### config.mk
export PLATFORM = sky130hd
export DESIGN_NAME = xnor_pattern_matcher_flat
export DESIGN_NICKNAME = d
export VERILOG_FILES = /design/src/rtl/xnor_match_pkg.sv /design/src/rtl/xnor_pattern_matcher_if.sv /design/src/rtl/xnor_agree_count.sv /design/src/rtl/xnor_pattern_matcher.sv /design/src/flat_wrapper.sv
export SDC_FILE = /design/constraint.sdc
export NUM_CORES = 1
export LEC_CHECK = 0
export CORE_MARGIN = 2
export CORE_UTILIZATION = 53
export DETAILED_ROUTE_END_ITERATION = 7
export PLACE_DENSITY = 0.78
export SLEW_MARGIN = 20
export SYNTH_ARGS = -nofsm -noshare
export SYNTH_HDL_FRONTEND = slang
export SYNTH_SLANG_ARGS = --single-unit
### constraint.sdc
create_clock -name clk -period 3.54 [get_ports clk]
set_input_delay 0.531 -clock clk [delete_from_list [all_inputs] [get_ports clk]]
set_output_delay 0.531 -clock clk [all_outputs]
set_load 0.005 [all_outputs]
### src/rtl/xnor_match_pkg.sv
// Shared types and helpers for the XNOR serial pattern matcher.
package xnor_match_pkg;

   typedef enum logic [1:0] {
      FILL,
      TRACK,
      HOLD
   } state_t;

   localparam int DEFAULT_WIDTH = 8;
   localparam int SCORE_W       = $clog2(DEFAULT_WIDTH + 1);

   // Bits needed to hold an agreement count of 0..width.
   function automatic int score_width(input int width);
      return $clog2(width + 1);
   endfunction

endpackage

### src/rtl/xnor_pattern_matcher_if.sv
// Serial-bit input stream and match-event output stream of the matcher.
// master: bit source / match consumer side. slave: the matcher itself.
interface xnor_pattern_matcher_if
   import xnor_match_pkg::*;
#(
   parameter int WIDTH = DEFAULT_WIDTH
);
   localparam int SW = score_width(WIDTH);

   logic          in_valid;
   logic          in_ready;
   logic          in_bit;
   logic          out_valid;
   logic          out_ready;
   logic [SW-1:0] out_score;

   modport master (
      output in_valid, in_bit, out_ready,
      input  in_ready, out_valid, out_score
   );

   modport slave (
      input  in_valid, in_bit, out_ready,
      output in_ready, out_valid, out_score
   );
endinterface

### src/rtl/xnor_agree_count.sv
// Combinational agreement counter: one xnor cell per bit, then a popcount.
module xnor_agree_count
   import xnor_match_pkg::*;
#(
   parameter  int WIDTH = DEFAULT_WIDTH,
   localparam int SW    = score_width(WIDTH)
) (
   input  logic [WIDTH-1:0] a,
   input  logic [WIDTH-1:0] b,
   output logic [SW-1:0]    score
);

   logic [WIDTH-1:0] agree;

   for (genvar i = 0; i < WIDTH; i++) begin : g_bit
      xnor u_xnor (agree[i], a[i], b[i]);
   end

   // Popcount of the agreeing bit positions.
   always_comb begin
      score = '0;
      for (int i = 0; i < WIDTH; i++) begin
         score = score + SW'(agree[i]);
      end
   end

endmodule

### src/rtl/xnor_pattern_matcher.sv
// Serial XNOR pattern matcher: slides a WIDTH-bit window over the input
// stream and reports every window whose agreement score reaches THRESH.
// Optional feature macro: XNOR_MATCH_PATTERN_LOAD_EN adds a runtime
// pattern load port (pat_load / pat_data).
module xnor_pattern_matcher
   import xnor_match_pkg::*;
#(
   parameter int               WIDTH   = 8,
   parameter logic [WIDTH-1:0] PATTERN = 8'b1011_0010,
   parameter int               THRESH  = WIDTH,
   parameter int               CNT_W   = 8
) (
   input  logic                 clk,
   input  logic                 rst,
   input  logic                 clr,
`ifdef XNOR_MATCH_PATTERN_LOAD_EN
   input  logic                 pat_load,
   input  logic [WIDTH-1:0]     pat_data,
`endif
   xnor_pattern_matcher_if.slave bus,
   output logic [CNT_W-1:0]     match_cnt
);

   localparam int SW = score_width(WIDTH);

   state_t           state, state_next;
   logic [WIDTH-1:0] sr, sr_next;
   logic [SW-1:0]    fill, fill_next;
   logic [SW-1:0]    score, out_score;
   logic [WIDTH-1:0] pattern;
   logic             in_fire, out_fire, hit, capture;

   assign bus.in_ready  = (state != HOLD) | bus.out_ready;
   assign bus.out_valid = (state == HOLD);
   assign bus.out_score = out_score;

   assign in_fire  = bus.in_valid & bus.in_ready;
   assign out_fire = bus.out_valid & bus.out_ready;
   assign sr_next  = {sr[WIDTH-2:0], bus.in_bit};

   xnor_agree_count #(.WIDTH(WIDTH)) u_agree (
      .a     (sr_next),
      .b     (pattern),
      .score (score)
   );

   assign hit = (score >= SW'(THRESH));

   // Next-state logic: fill the window, then evaluate every accepted bit.
   always_comb begin
      // NOTE: every output gets a default first so no latch is inferred.
      state_next = state;
      fill_next  = fill;
      capture    = 1'b0;
      unique case (state)
         FILL: begin
            if (in_fire) begin
               if (fill == SW'(WIDTH - 1)) begin
                  fill_next  = '0;
                  capture    = hit;
                  state_next = hit ? HOLD : TRACK;
               end else begin
                  fill_next = fill + SW'(1);
               end
            end
         end
         TRACK: begin
            if (in_fire && hit) begin
               capture    = 1'b1;
               state_next = HOLD;
            end
         end
         HOLD: begin
            if (out_fire) begin
               capture    = in_fire & hit;
               state_next = (in_fire && hit) ? HOLD : TRACK;
            end
         end
         default: state_next = FILL;
      endcase
   end

   // State, window, fill counter and captured score; clr flushes the stream path.
   always_ff @(posedge clk) begin
      // NOTE: sequential state uses non-blocking assignments only.
      if (rst) begin
         state     <= FILL;
         sr        <= '0;
         fill      <= '0;
         out_score <= '0;
      end else if (clr) begin
         state <= FILL;
         sr    <= '0;
         fill  <= '0;
      end else begin
         state <= state_next;
         fill  <= fill_next;
         if (in_fire) sr        <= sr_next;
         if (capture) out_score <= score;
      end
   end

   // Saturating count of accepted match events; a flushed event is not counted.
   always_ff @(posedge clk) begin
      if (rst) begin
         match_cnt <= '0;
      end else if (!clr && out_fire && (match_cnt != '1)) begin
         match_cnt <= match_cnt + CNT_W'(1);
      end
   end

`ifdef XNOR_MATCH_PATTERN_LOAD_EN
   // Runtime-loadable reference pattern; the current cycle still uses the old one.
   always_ff @(posedge clk) begin
      // NOTE: the pattern register has a reset value; clr deliberately leaves it alone.
      if (rst) begin
         pattern <= PATTERN;
      end else if (pat_load) begin
         pattern <= pat_data;
      end
   end
`else
   assign pattern = PATTERN;
`endif

endmodule

### src/flat_wrapper.sv
// flat-port wrapper written by rule: the top's interface ports become plain ports
module xnor_pattern_matcher_flat import xnor_match_pkg::*;
#(
   parameter int               WIDTH   = 8,
   parameter logic [WIDTH-1:0] PATTERN = 8'b1011_0010,
   parameter int               THRESH  = WIDTH,
   parameter int               CNT_W   = 8
)
  (clk, rst, clr, match_cnt, bus_in_valid, bus_in_bit, bus_out_ready, bus_in_ready, bus_out_valid, bus_out_score);
  xnor_pattern_matcher_if #(.WIDTH(WIDTH)) bus_i ();
  input  logic clk;
  input  logic rst;
  input  logic clr;
  output logic [CNT_W-1:0] match_cnt;
  input wire logic [$bits(bus_i.in_valid)-1:0] bus_in_valid;
  input wire logic [$bits(bus_i.in_bit)-1:0] bus_in_bit;
  input wire logic [$bits(bus_i.out_ready)-1:0] bus_out_ready;
  output wire logic [$bits(bus_i.in_ready)-1:0] bus_in_ready;
  output wire logic [$bits(bus_i.out_valid)-1:0] bus_out_valid;
  output wire logic [$bits(bus_i.out_score)-1:0] bus_out_score;
  assign bus_i.in_valid = bus_in_valid;
  assign bus_i.in_bit = bus_in_bit;
  assign bus_i.out_ready = bus_out_ready;
  assign bus_in_ready = bus_i.in_ready;
  assign bus_out_valid = bus_i.out_valid;
  assign bus_out_score = bus_i.out_score;
  xnor_pattern_matcher #(.WIDTH(WIDTH), .PATTERN(PATTERN), .THRESH(THRESH), .CNT_W(CNT_W)) u_core (.clk(clk), .rst(rst), .clr(clr), .bus(bus_i), .match_cnt(match_cnt));
endmodule
==> results of run 1 <==
==> cell type report <==
type / count / share of cell area
flip-flops and latches: 25 / 0.315
clock buffers: 4 / 0.0165
repair buffers: 23 / 0.140
well taps: 30 / 0.0236
inverters: 17 / 0.0401
multi-input cells: 106 / 0.465
==> cells in the mapped netlist <==
cell       instances
o21a_1             1
nand2b_1           5
a31oi_1            3
a21oi_1           23
and3_1             3
buf_4              1
nand4_1            2
dfxtp_1           25
nor2_1            16
a211oi_1           1
and2_4             1
a2111oi_0          1
nand3_1            5
nor2b_1            4
nand4bb_1          1
ha_1               5
nor4_1             1
or4_1              1
clkbuf_1           3
inv_1             17
buf_2              1
a311oi_1           3
fa_1               4
buf_6              1
nand2_1            4
xor2_1             2
a21boi_0           1
nor4bb_1           1
or3b_1             2
mux2i_1            2
and3b_1            1
nand4_4            1
o21ai_0            1
nor3_1             5
or2_2              2
mux2_1             2
xnor2_1            2
==> tightest hold or removal path: cells and delay by family (launching register included) <==
kind             cells  cell delay, ns
AND/OR/NAND/NOR      1            0.05
flip-flops           1            0.34
AO/OA/AOI/OAI        1            0.05
==> through the flow <==
| step | power [mW] | hold slack, ns | setup TNS [ns] | utilization | setup WS, ns |
|---|---|---|---|---|---|
| floorplan | 0.313 | 0.432 | 0 | - | 0.264 |
| global placement | 0.322 | 0.435 | -1.21 | 0.639 | -0.311 |
| detailed placement | 0.324 | 0.448 | -1.61 | 0.639 | -0.408 |
| CTS | 0.447 | 0.470 | -0.0254 | 0.650 | -0.0254 |
| global route | 0.464 | 0.501 | 0 | 0.654 | 0.130 |
| finish | 0.443 | 0.469 | 0 | 0.654 | 0.313 |
==> cells by family after synthesis <==
family          Yosys count  synth area share
compound gates           34             0.147
xor+xnor                  4            0.0263
fa+ha+maj                 9             0.107
buf+inv                  23            0.0742
flops                    25             0.376
mux                       4            0.0319
simple gates             55             0.238
==> state kept, by name, indices dropped and copies added (netlist names) <==
name                  count
u_core.fill               4
u_core.match_cnt          8
u_core.sr                 7
u_core.bus.out_score      4
u_core.state              2
==> where the power goes <==
group / switching [mW] / leakage, nW / internal [mW]
Clock: 0.0815 / 0.0150 / 0.0440
Sequential: 0.000951 / 0.202 / 0.283
Combinational: 0.0194 / 0.404 / 0.0149
==> cells in the final DEF (no fill, tap or decap), types with 2 or more instances in the layout <==
master / instances
nand4_1: 2
or3b_1: 2
buf_4: 4
nand2_1: 4
nor2b_1: 4
clkbuf_4: 3
a31oi_1: 3
or2_2: 2
a311oi_1: 3
clkdlybuf4s50_1: 18
fa_1: 4
xnor2_1: 2
and3_1: 3
nand3_1: 5
nand2b_1: 5
inv_1: 16
dfxtp_1: 25
xor2_1: 2
nor3_1: 5
ha_1: 4
a21oi_1: 23
mux2i_1: 2
nor2_1: 16
==> metal layers <==
metal  share of wire  wire, um
met2            0.49      1270
met5               0         0
met4               0         0
met1            0.48      1240
met3           0.038        98
==> worst max path at each step <==
stage	startpoint	endpoint	slack (ns)	depth (start not counted)
after floorplan	bus_in_bit	u_core.bus.out_score[2]	0.26	12
after global placement	bus_in_bit	u_core.bus.out_score[2]	-0.31	13
after detailed placement	bus_in_bit	u_core.bus.out_score[2]	-0.41	13
after CTS	bus_in_bit	u_core.bus.out_score[2]	-0.03	13
after global routing	u_core.sr[5]	u_core.bus.out_score[2]	0.13	12
final	u_core.sr[5]	u_core.bus.out_score[2]	0.31	12
==> what timing repair did <==
item / 4_1_cts / 5_1_grt
endpoints found under the setup margin: 2 / 2
resized for setup: 0 / 4
setup buffers: 0 / 0
pin swaps: 1 / 2
hold buffers: 0 / 0
==> results.tsv, run 1 <==
metric	value	unit
rsz0062_at_grt	no	
period_needed	3.23	ns
grt_usage	0.211	
cts_tree	built	
r2r_end	u_core.bus.out_score[2]	
path_clk_slew	0.13	ns
max_cap_violations	0	
fillers	201	
postRouteAntennaNets	0	
hold_start	u_core.sr[4]	
wire_per_inst	12.7	um
grt_overflow	0	
critPathMaxStageDelay	0.55	ns
crit_fanout	3	
crit_buf_inv	4	
cp_data_required_time	3.76	ns
die_x	54.1	um
critPathArrivalTime	3.44	ns
hold_path.class	register to register	
tightestPinTransition	0.524	ns
dp_hpwl	1990	um
r2r_cells	12	
syn-cell-area	1330	sq um
root_buffer	clkbuf_4	
grt.busiest_layer	met2	
fin_crit_sh	0.912	
gp_congestion	0.795	
setup_viol	0	
grt_pass1_wl	4620	um
core	2430	sq um
cts_max_path_buffers	2	
critPathTopFamily	adder cells	
p_per_area	279	nW/um^2
rr_startpoint	u_core.sr[5]	
start_util	0.548	
synth_cell_types	37	
cts_sinks	25	
diodes	0	
finClkSkew	0.00168	ns
avgViaCountPerCell	5.53	
layout.area.seq	500	sq um
clk_latency	0.31	ns
synth.top_cell.area_share	0.376	
grtUsageMet1	0.278	
ir_drop	0.000198	V
drt_first_pass_iters	4	
clock.fmax	310	MHz
drc_errors	0	
stdcell_count	205	
ctsHtreeMaxLevel	1	
ys_seq_elements	25	
met3_usage	0.0361	
maxSlewHeadroom	0.646	
synthToLayoutAreaGrowth	19.3	%
layout.nets	191	
crit_path_end_kind	register	
maxSlewViolCount	0	
synth_top_area_cell	dfxtp_1	
first_global_vias	1116	
leakage	0.620	nW
place_area	1560	sq um
seq_area_frac_synth	0.376	
whs_endpoint	u_core.sr[5]	
synth_nets	169	
rows	18	
syn_area_per_cell	8.65	sq um
antenna_found_initial	0	
r2r_slack	0.31	ns
portBuffers	19	
dp.cells	201	
drtIter0Drc	28	
io_pins	20	
status	finished clean	
multi_input_comb_area	739	sq um
grt_util_met2	0.345	
fp.dieH	54.1	um
crit_type	register to register	
yosys_warnings	0	
cp_slowest_cell	fa_1	
drt_wl_total	2610	um
ys_top_cells_by_area	dfxtp_1 38%, a21oi_1 8.6%, fa_1 6.0%	
grt_max_degree	17	
layout-drive-gt1-share	0.0800	
die-area	2930	sq um
critical_path.cell_chain	inv_1, fa_1, inv_1, fa_1, fa_1, inv_1, ha_2, inv_1, fa_1, xor2_1, nor2_1, mux2_4	
startpoint_type	register	
vias	1133	
fin_area	1590	sq um
numCtsBuffers	3	
hold_depth	2	
hold_viol_final	0	
netlist_instances	154	
Note: power is estimated with default switching activity, not from simulation.
==> inputs of run 2 (changes only) <==
--- a/config.mk
+++ b/config.mk
@@ -9,6 +9,7 @@
 export CORE_UTILIZATION = 53
 export DETAILED_ROUTE_END_ITERATION = 7
 export PLACE_DENSITY = 0.78
+export SKIP_LAST_GASP = 1
 export SLEW_MARGIN = 20
 export SYNTH_ARGS = -nofsm -noshare
 export SYNTH_HDL_FRONTEND = slang
==> results of run 2 <==
No change in the layout: final DEF, timing and power equal those of run 1.
